### config.mk
export PLATFORM = sky130hd
export DESIGN_NAME = hazard_ctrl
export DESIGN_NICKNAME = d
export VERILOG_FILES = /design/src/rtl/hazard_ctrl.sv
export SDC_FILE = /design/constraint.sdc
export NUM_CORES = 1
export LEC_CHECK = 0
export ABC_AREA = 1
export CAP_MARGIN = 20
export CORE_AREA = 3 3 80 82
export DETAILED_ROUTE_END_ITERATION = 10
export DIE_AREA = 0 0 83 85
export GPL_TIMING_DRIVEN = 0
export PLACE_DENSITY = 0.74
export SETUP_SLACK_MARGIN = 0.02
export SYNTH_ARGS = -nofsm -noshare
export SYNTH_HDL_FRONTEND = slang
export SYNTH_SLANG_ARGS = --single-unit
export TNS_END_PERCENT = 1
### constraint.sdc
create_clock -name clk -period 1.5 [get_ports clk]
set_clock_uncertainty 0.05 [all_clocks]
set_input_delay 0.3 -clock clk [delete_from_list [all_inputs] [get_ports clk]]
set_output_delay 0.3 -clock clk [all_outputs]
set_load 0.005 [all_outputs]
### src/rtl/hazard_ctrl.sv
// Hazard controller for the 5-stage MIPS pipeline (F/D/E/M/W).
// Keeps a small scoreboard of in-flight writers in E/M/W, decides the D-stage
// stall, produces D- and E-stage forwarding selects, and times the
// multi-cycle mult/div busy window so HI/LO users wait until it clears.
//
// Handshake: there is no valid/ready pair here. d_valid qualifies the D-stage
// instruction. stall=1 means "D is not accepted this cycle". The upstream
// pipeline holds PC and the F/D register, and this block loads a bubble into
// its E record instead of the D instruction.
module hazard_ctrl #(
  parameter int unsigned MD_LAT = 5,
  parameter int unsigned TMAX   = 15
) (
  input  logic       clk,
  input  logic       reset,
  input  logic       d_valid,
  input  logic [4:0] d_rs,
  input  logic [4:0] d_rt,
  input  logic [4:0] d_wa,
  input  logic [3:0] d_tuse_rs,
  input  logic [3:0] d_tuse_rt,
  input  logic [3:0] d_tnew,
  input  logic       d_md_start,
  input  logic       d_md_use,
  output logic       stall,
  output logic [1:0] fwd_d_rs,
  output logic [1:0] fwd_d_rt,
  output logic [1:0] fwd_e_rs,
  output logic [1:0] fwd_e_rt,
  output logic       md_busy
);

  localparam logic [3:0] L_TMAX   = 4'(TMAX);
  localparam logic [3:0] L_MD_LAT = 4'(MD_LAT);

  // Stage records
  logic [4:0] r_e_wa;
  logic [3:0] r_e_tnew;
  logic [4:0] r_e_rs;
  logic [4:0] r_e_rt;
  logic       r_e_md_start;
  logic [4:0] r_m_wa;
  logic [3:0] r_m_tnew;
  logic [4:0] r_w_wa;
  logic [3:0] r_w_tnew;
  logic [3:0] r_md_cnt;

  logic       w_stall_rs;
  logic       w_stall_rt;
  logic       w_stall_md;
  logic       w_issue;

  // Countdown toward "result exists", pinned at zero (never wraps to 15).
  function automatic logic [3:0] sat_dec(input logic [3:0] x);
    return (x == 4'd0) ? 4'd0 : x - 4'd1;
  endfunction

  // A stage supplies register r only when it writes r and r is not $0.
  function automatic logic reg_match(input logic [4:0] wa, input logic [4:0] r);
    return (r != 5'd0) && (wa == r);
  endfunction

  // D-stage source pick: the youngest matching stage wins; if its value is
  // not ready yet, read the regfile (the stall logic covers the real hazard).
  function automatic logic [1:0] d_src(
    input logic [4:0] r,
    input logic [4:0] e_wa, input logic [3:0] e_tnew,
    input logic [4:0] m_wa, input logic [3:0] m_tnew,
    input logic [4:0] w_wa, input logic [3:0] w_tnew
  );
    logic [1:0] sel;
    sel = 2'd0;
    if (reg_match(e_wa, r))      sel = (e_tnew == 4'd0) ? 2'd1 : 2'd0;
    else if (reg_match(m_wa, r)) sel = (m_tnew == 4'd0) ? 2'd2 : 2'd0;
    else if (reg_match(w_wa, r)) sel = (w_tnew == 4'd0) ? 2'd3 : 2'd0;
    return sel;
  endfunction

  // E-stage source pick: a ready M result beats W, else pipeline register.
  function automatic logic [1:0] e_src(
    input logic [4:0] r,
    input logic [4:0] m_wa, input logic [3:0] m_tnew,
    input logic [4:0] w_wa
  );
    logic [1:0] sel;
    sel = 2'd0;
    if (reg_match(m_wa, r) && (m_tnew == 4'd0)) sel = 2'd1;
    else if (reg_match(w_wa, r))                 sel = 2'd2;
    return sel;
  endfunction

  // Operand hazards: a producer in E or M that will not be ready by the time
  // D's operand is consumed. TMAX means the operand is never read.
  assign w_stall_rs = (d_tuse_rs != L_TMAX) &&
                      ((reg_match(r_e_wa, d_rs) && (r_e_tnew > d_tuse_rs)) ||
                       (reg_match(r_m_wa, d_rs) && (r_m_tnew > d_tuse_rs)));
  assign w_stall_rt = (d_tuse_rt != L_TMAX) &&
                      ((reg_match(r_e_wa, d_rt) && (r_e_tnew > d_tuse_rt)) ||
                       (reg_match(r_m_wa, d_rt) && (r_m_tnew > d_tuse_rt)));
  // HI/LO users wait while the unit counts down, and also in the cycle the
  // start sits in E (the counter has not been loaded yet).
  assign w_stall_md = d_md_use && (md_busy || r_e_md_start);

  assign md_busy = (r_md_cnt != 4'd0);
  assign stall   = d_valid && (w_stall_rs || w_stall_rt || w_stall_md);
  assign w_issue = d_valid && !stall;

  // Combinational forwarding selects from the current scoreboard
  always_comb begin
    fwd_d_rs = d_src(d_rs, r_e_wa, r_e_tnew, r_m_wa, r_m_tnew, r_w_wa, r_w_tnew);
    fwd_d_rt = d_src(d_rt, r_e_wa, r_e_tnew, r_m_wa, r_m_tnew, r_w_wa, r_w_tnew);
    fwd_e_rs = e_src(r_e_rs, r_m_wa, r_m_tnew, r_w_wa);
    fwd_e_rt = e_src(r_e_rt, r_m_wa, r_m_tnew, r_w_wa);
  end

  // Advance the scoreboard one stage per cycle; a stalled or empty D slot
  // becomes a bubble in E.
  always_ff @(posedge clk or negedge reset) begin
    if (!reset) begin
      r_e_wa       <= 5'd0;
      r_e_tnew     <= 4'd0;
      r_e_rs       <= 5'd0;
      r_e_rt       <= 5'd0;
      r_e_md_start <= 1'b0;
      r_m_wa       <= 5'd0;
      r_m_tnew     <= 4'd0;
      r_w_wa       <= 5'd0;
      r_w_tnew     <= 4'd0;
    end else begin
      if (w_issue) begin
        r_e_wa       <= d_wa;
        r_e_tnew     <= sat_dec(d_tnew);
        r_e_rs       <= d_rs;
        r_e_rt       <= d_rt;
        r_e_md_start <= d_md_start;
      end else begin
        r_e_wa       <= 5'd0;
        r_e_tnew     <= 4'd0;
        r_e_rs       <= 5'd0;
        r_e_rt       <= 5'd0;
        r_e_md_start <= 1'b0;
      end
      r_m_wa   <= r_e_wa;
      r_m_tnew <= sat_dec(r_e_tnew);
      r_w_wa   <= r_m_wa;
      r_w_tnew <= sat_dec(r_m_tnew);
    end
  end

  // Mult/div busy window: load on a start in E, then count down to idle.
  always_ff @(posedge clk or negedge reset) begin
    if (!reset) begin
      r_md_cnt <= 4'd0;
    end else if (r_e_md_start) begin
      r_md_cnt <= L_MD_LAT;
    end else if (r_md_cnt != 4'd0) begin
      r_md_cnt <= r_md_cnt - 4'd1;
    end
  end

endmodule

==> reports/metrics.cfg, run 1 <==
[timing]
setup_slack_ns = -0.697
finalHoldViolations = 0
slew_violations = 0
relSlewSlack_pct = 80.1
clock.fmax_ghz = 0.455
post-route-period-util_pct = 146
rsz0062_at_grt = true
finalCriticalPeriod_ns = 2.20
finalSetupViolations = 30
worst_slew_pin_slew_ns = 0.296

[floorplanning]
die_x_um = 83
num_rows = 28
start_util_pct = 47.7
core_sq_um = 5820
dieArea_sq_um = 7060
ioPinCount = 42
die_y_um = 85

[clock_tree]
cts_buffers = 5
cts_max_level = 2
cts.clk_slew.worst_paths_ns = 0.09
cts_tree = done
cts.sinks = 42
cts_root_buf = clkbuf_8
clock_latency_ns = 0.30
cts_buffer_depth = 2

[routing]
wl_per_cell_um = 13.2
routed_via_density = 4.97
dr.first_iter.drc_count = 104
vias = 2527
drt_wl_total_um = 6720
dr.pass1.iters = 4
drc = 0
ant_nets = 0

[global_route]
gr-usage-met3_pct = 3.79
track_usage_pct = 19.6
grt_pass1_vias = 2420
met2_usage_pct = 35.3
antenna_found_initial = 0
grt_max_degree = 42
grt.busiest_layer = met2
overflow = 0
grt_pass1_wl_um = 11200
grt_use_met1_pct = 24.4

[worst_setup_path]
critPathCaptureType = output pin
path_max_fanout = 3
worstPathArrival_ns = 1.85
r2r_slack_ns = -0.32
cp-startpoint = r_e_tnew[1]
r2r_start = r_e_tnew[1]
path_class = flop to output pin
worst_r2r_path_depth = 11
critPathLaunchType = flop
required_ns = 1.15

[logic_synthesis]
syn_area_sq_um = 2770
yosysTopAreaCell = dfrtp_1
synth_nets = 425
yosys-top-cells-area = dfrtp_1 38%, nand2_1 12%, ha_1 9.0%
yosys.cell_types.count = 24
syn_inst = 373
yosysWarnings = 0
ys_seq_area_share_pct = 37.9
synth_seq_cells = 42
synth_top_area_share_pct = 37.9
synth_area_per_cell_sq_um = 7.43

[pwr]
ir_worst_vdd_uv = 543
internal-power_mw = 2.53
p_comb_share_pct = 32.6
leakage_nw = 1.89
powerDensity_nw_per_um2 = 1030
pwr-share-clk_pct = 28.6
power.switching_mw = 1.23
seq_power_share_pct = 38.8
total_power_mw = 3.76
swShare_pct = 32.7

[final_layout]
design_area_sq_um = 3650
syn2layout_area_growth_pct = 31.6
drive_gt1_share_pct = 18.9
diodes = 0
nets = 484

[place]
gp_congestion = 0.825
dp_hpwl_um = 4890
io_buffers = 41
placed_area_sq_um = 3290

[job]
max-cap-violations = 0

[run_status]
violations = setup timing
status = complete, but fails checks

[worst_hold_path]
hold_path_class = input port to asynchronous set/reset pin

==> cells in the final DEF (no fill, tap or decap), types with 11 or more instances in the layout <==
cell type        instances
ha_1                    15
clkdlybuf4s50_1         15
dfrtp_1                 33
nor2_1                  44
buf_4                   12
a21oi_1                 11
dlygate4sd2_1           19
xnor2_1                 19
nand2_1                 85
inv_2                   14
inv_1                   52
==> synthesized netlist by cell type <==
library cell,number
clkbuf_2,2
inv_1,66
o21bai_1,4
nand3b_1,2
nand4_2,1
dfrtp_1,42
nor2_1,54
or2_2,2
xnor2_1,19
nand2_1,88
o21a_1,1
ha_1,20
a21oi_1,12
buf_6,2
nor4_1,5
nand4_1,8
xor2_1,10
nor3_1,3
clkbuf_1,3
nor2_2,1
o21ai_0,11
o22ai_1,4
nand3_1,11
a221oi_1,2
==> worst max-delay path, cell delays in order (launching register included) <==
cell	delay [ns]
dfrtp_2	0.47
ha_4	0.29
inv_2	0.02
o21bai_1	0.12
nand2_1	0.08
a21oi_2	0.11
nand2_1	0.06
nand2_1	0.09
nand2_2	0.07
nand3_2	0.07
nand2_1	0.04
inv_1	0.04
buf_2	0.10
==> sequential cells by signal (all words and copies together) (netlist names) <==
register      flops
r_e_md_start      1
r_w_tnew          4
r_m_wa            5
r_e_rs            5
r_e_tnew          4
r_e_rt            5
r_e_wa            5
r_m_tnew          4
r_md_cnt          4
r_w_wa            5
==> area by class of cell <==
| type | count | area, sq um |
|---|---|---|
| clock inverter | 3 | 68.8 |
| fill | 517 | 2170 |
| buffer | 4 | 43.8 |
| multi-input combinational | 258 | 1580 |
| clock buffer | 5 | 68.8 |
| tap | 75 | 93.8 |
| timing repair buffer | 55 | 482 |
| sequential | 42 | 1060 |
| inverter | 66 | 248 |
==> metal layers <==
layer | vias up | share of wire [%]
met2 | 58 | 51
li1 | 1288 | -
met3 | 5 | 4.4
met5 | - | 0
met4 | 0 | 0.74
met1 | 1176 | 44
==> repair_timing <==
item,4_1_cts,5_1_grt
endpoints found under the hold margin,42,0
endpoints found under the setup margin,30,30
buffers inserted,12,0
pin swaps,22,11
resized for setup,84,12
hold buffers,1,0
==> power groups by stage <==
stage | registers [mW] | logic (mW) | clock network (mW)
global route | 1.48 | 1.39 | 1.15
CTS | 1.46 | 1.20 | 1.09
floorplan | 1.40 | 0.751 | 0
finish | 1.46 | 1.22 | 1.07
detailed placement | 1.44 | 1.12 | 0
global placement | 1.44 | 1.08 | 0
==> through the flow <==
step                      util, %  setup slack (ns)  TNS, ns  instances  hold WS, ns
final                        62.7            -0.697   -11.79        508        0.269
after global routing         62.7            -0.814   -14.86        508        0.282
after CTS                    62.3            -0.723   -12.27        508        0.266
after detailed placement     56.6             -1.24   -23.52        490       0.0513
after global placement       56.3             -1.22   -64.11        489        0.306
after floorplan                 -            -0.182    -1.99        373      -0.0456
==> logic make-up (layout without fill, tap and decap cells) <==
logic type / Yosys count / after routing / share of synthesized area (%)
fa+ha+maj: 20 / 20 / 9.03
flops: 42 / 42 / 37.9
xor+xnor: 29 / 29 / 9.16
compound gates: 34 / 34 / 7.04
simple gates: 175 / 175 / 26.4
buf+inv: 73 / 133 / 10.5
==> final timing paths <==
kind / end
max in group asynchronous: r_w_wa[2]
min in group clk: r_w_wa[4]
hold reg to reg: r_w_wa[4]
setup / recovery: stall
setup reg to reg: r_e_tnew[3]
hold / removal: r_w_wa[0]
Note: power is estimated with default switching activity, not from simulation.
==> run 2: changes to the inputs <==
Settings changed: TNS_END_PERCENT 1 to 30.
==> run 2 against run 1 <==
Compared with the run above:
- the run still ends with setup timing left
- power shrank 6.1%
- final area grew 3.5%
- hold slack lost 0.0078 ns
- fmax shrank 3.2%
- highest routed layer unchanged
- setup slack lost 0.073 ns
- sequential share of layout area shrank 0.95 points
- die area is the same
- first-iteration DRC count grew 22%
- non-clock buffer count grew 13
- count of clock-buffer cells in the layout grew 1
- cell count grew 2.6%
- largest cell class unchanged
==> reports/metrics.cfg, run 2 (same netlist as run 1, synthesis figures left out) <==
[run_status]
status = complete, but fails checks
violations = setup timing

[final_layout]
final_common_cell = nand2_1
diodes = 0  ; unchanged
drive_gt1_share_pct = 23.8  ; +4.8 points
fin_cells = 521  ; +2.6%
final_cell_mix = 81 x nand2_1, 54 x inv_1, 46 x nor2_1, 32 x dfrtp_1, 19 x buf_4
n_fill_cell = 501  ; -3.1%
design_area_sq_um = 3780  ; +3.5%
syn2layout_area_growth_pct = 36.2
nets = 497  ; +2.7%

[pwr]
power.switching_mw = 1.28  ; +3.9%
ir_worst_vdd_uv = 648  ; +19%
swShare_pct = 36.1  ; +3.5 points
internal-power_mw = 2.25  ; -11%
powerDensity_nw_per_um2 = 935  ; -9.2%
p_comb_share_pct = 37.4  ; +4.8 points
pwr-share-clk_pct = 21.0  ; -7.6 points
leakage_nw = 1.96  ; +3.5%
seq_power_share_pct = 41.6  ; +2.8 points

[place]
placed_area_sq_um = 3290  ; unchanged
dp_hpwl_um = 4870  ; -0.41%
gp_congestion = 0.819  ; -0.67%
io_buffers = 41  ; unchanged
place_ws_ns = -1.25  ; -0.00797 ns
dp.cells = 490  ; unchanged

[routing]
dr.first_iter.drc_count = 127  ; +22%
drc = 0  ; unchanged
drt_wl_total_um = 6930  ; +3.1%
routed_via_density = 4.98  ; about the same
dr.pass1.iters = 4  ; unchanged
wl_per_cell_um = 13.3  ; +0.48%
vias = 2593  ; +2.6%
ant_nets = 0  ; unchanged

[clock_tree]
cts.clk_slew.worst_paths_ns = 0.08  ; about the same
cts_root_buf = clkbuf_8
cts.sinks = 42  ; unchanged
cts_max_level = 2  ; unchanged
cts_tree = done
cts_buffers = 5  ; unchanged
clock_latency_ns = 0.31  ; about the same
cts_buffer_depth = 2  ; unchanged

[worst_setup_path]
required_ns = 1.15  ; about the same
cp-startpoint = r_e_tnew[3]
path_max_fanout = 5  ; +2
critPathCaptureType = output pin
path_class = flop to output pin
r2r_end = r_e_rt[1]
r2r_slack_ns = -0.71  ; -0.39 ns
crit_end = stall
worst_r2r_path_depth = 14  ; +3
worstPathArrival_ns = 1.92  ; +0.07 ns
r2r_start = r_e_tnew[1]
critPathLaunchType = flop

[timing]
rsz0062_at_grt = true
setup_slack_ns = -0.770  ; -0.0730 ns
worst_slew_pin_slew_ns = 0.426  ; +0.130 ns
finalCriticalPeriod_ns = 2.27  ; +0.0730 ns
hold_ws_ns = 0.261  ; -0.00775 ns
finalHoldViolations = 0  ; unchanged
finalSetupViolations = 30  ; unchanged
relSlewSlack_pct = 71.3  ; -8.7 points
clock.fmax_ghz = 0.441  ; -3.2%
slew_violations = 0  ; unchanged
post-route-period-util_pct = 151  ; +4.9 points

[floorplanning]
core_sq_um = 5820  ; unchanged
num_rows = 28  ; unchanged
start_util_pct = 47.7  ; unchanged
dieArea_sq_um = 7060  ; unchanged
ioPinCount = 42  ; unchanged
die_y_um = 85  ; unchanged
die_x_um = 83  ; unchanged

[job]
max-cap-violations = 0  ; unchanged

[global_route]
grt_pass1_vias = 2525  ; +4.3%
overflow = 0  ; unchanged
grt_max_degree = 42  ; unchanged
grt_pass1_wl_um = 11300  ; +0.74%
track_usage_pct = 19.7  ; +0.18 points
antenna_found_initial = 0  ; unchanged

[worst_hold_path]
hold_path_class = input port to asynchronous set/reset pin

## run 2: changes by cell type in the layout (fill, tap and decap cells not counted), moves of 3 or more
cell           change
xnor2_1            -4
dlygate4sd2_1      -4
buf_6              +7
nand2_2            +3
buf_4              +7
buf_2              +4
nand2_1            -4
xnor2_2            +4
## run 2: what timing repair did
action,in CTS,in global routing
gates cloned,0,1
hold buffers,1,0
buffers inserted,23,1
pin swaps,38,16
hold endpoints to repair,42,0
resized for setup,108,20
endpoints found under the setup margin,30,30
## run 2: per-layer routing
| metal | part of all wire, % | track usage [%] | up-vias |
|---|---|---|---|
| met5 | 0 | 0 | - |
| met4 | 1.9 | 7.43 | 0 |
| met3 | 4.9 | 3.01 | 11 |
| met2 | 51 | 33.0 | 68 |
| met1 | 42 | 26.0 | 1199 |
| li1 | - | - | 1315 |
## run 2: per-stage QoR
stage	TNS (ns)	util, %	total power [mW]
floorplan	-1.99	-	2.15
global placement	-64.34	56.3	2.51
detailed placement	-22.96	56.6	2.56
CTS	-18.86	63.1	3.43
global route	-22.41	64.9	3.78
finish	-19.18	64.9	3.53
## run 2: power groups by stage
stage	Combinational, mW	Clock (mW)	Sequential [mW]
after floorplan	0.751	0	1.40
after global placement	1.08	0	1.43
after detailed placement	1.12	0	1.44
after CTS	1.25	0.737	1.45
after global routing	1.50	0.798	1.49
final	1.32	0.741	1.47
## run 2: layout make-up
type	count	area (sq um)	area share, %
well taps	75	93.8	2.49
multi-input cells	258	1650	43.7
clock buffers	6	72.6	1.92
inverters	66	248	6.56
plain buffers	4	45.0	1.19
flip-flops and latches	42	1060	28.2
repair buffers	68	591	15.6
clock inverters	2	13.8	0.364
## run 2: worst max-delay path: stages, from the launching register on
cell and delay [ns]:
dfrtp_2 0.48, ha_4 0.30, nand2_4 0.04, o21bai_1 0.15, a21oi_1 0.15, nand2_1 0.09, nand2_2 0.07, nand2_2 0.06
nand3_2 0.05, nand2_1 0.04, inv_1 0.05, buf_2 0.11
## run 2: how the worst min path moves through the flow
stage          cells after the start            to
6_report                           2     r_w_wa[0]
3_3_place_gp                       0     r_w_wa[4]
5_1_grt                            2     r_w_wa[0]
3_5_place_dp                       1     r_w_wa[0]
4_1_cts                            2     r_w_wa[0]
2_1_floorplan                      0  r_e_md_start
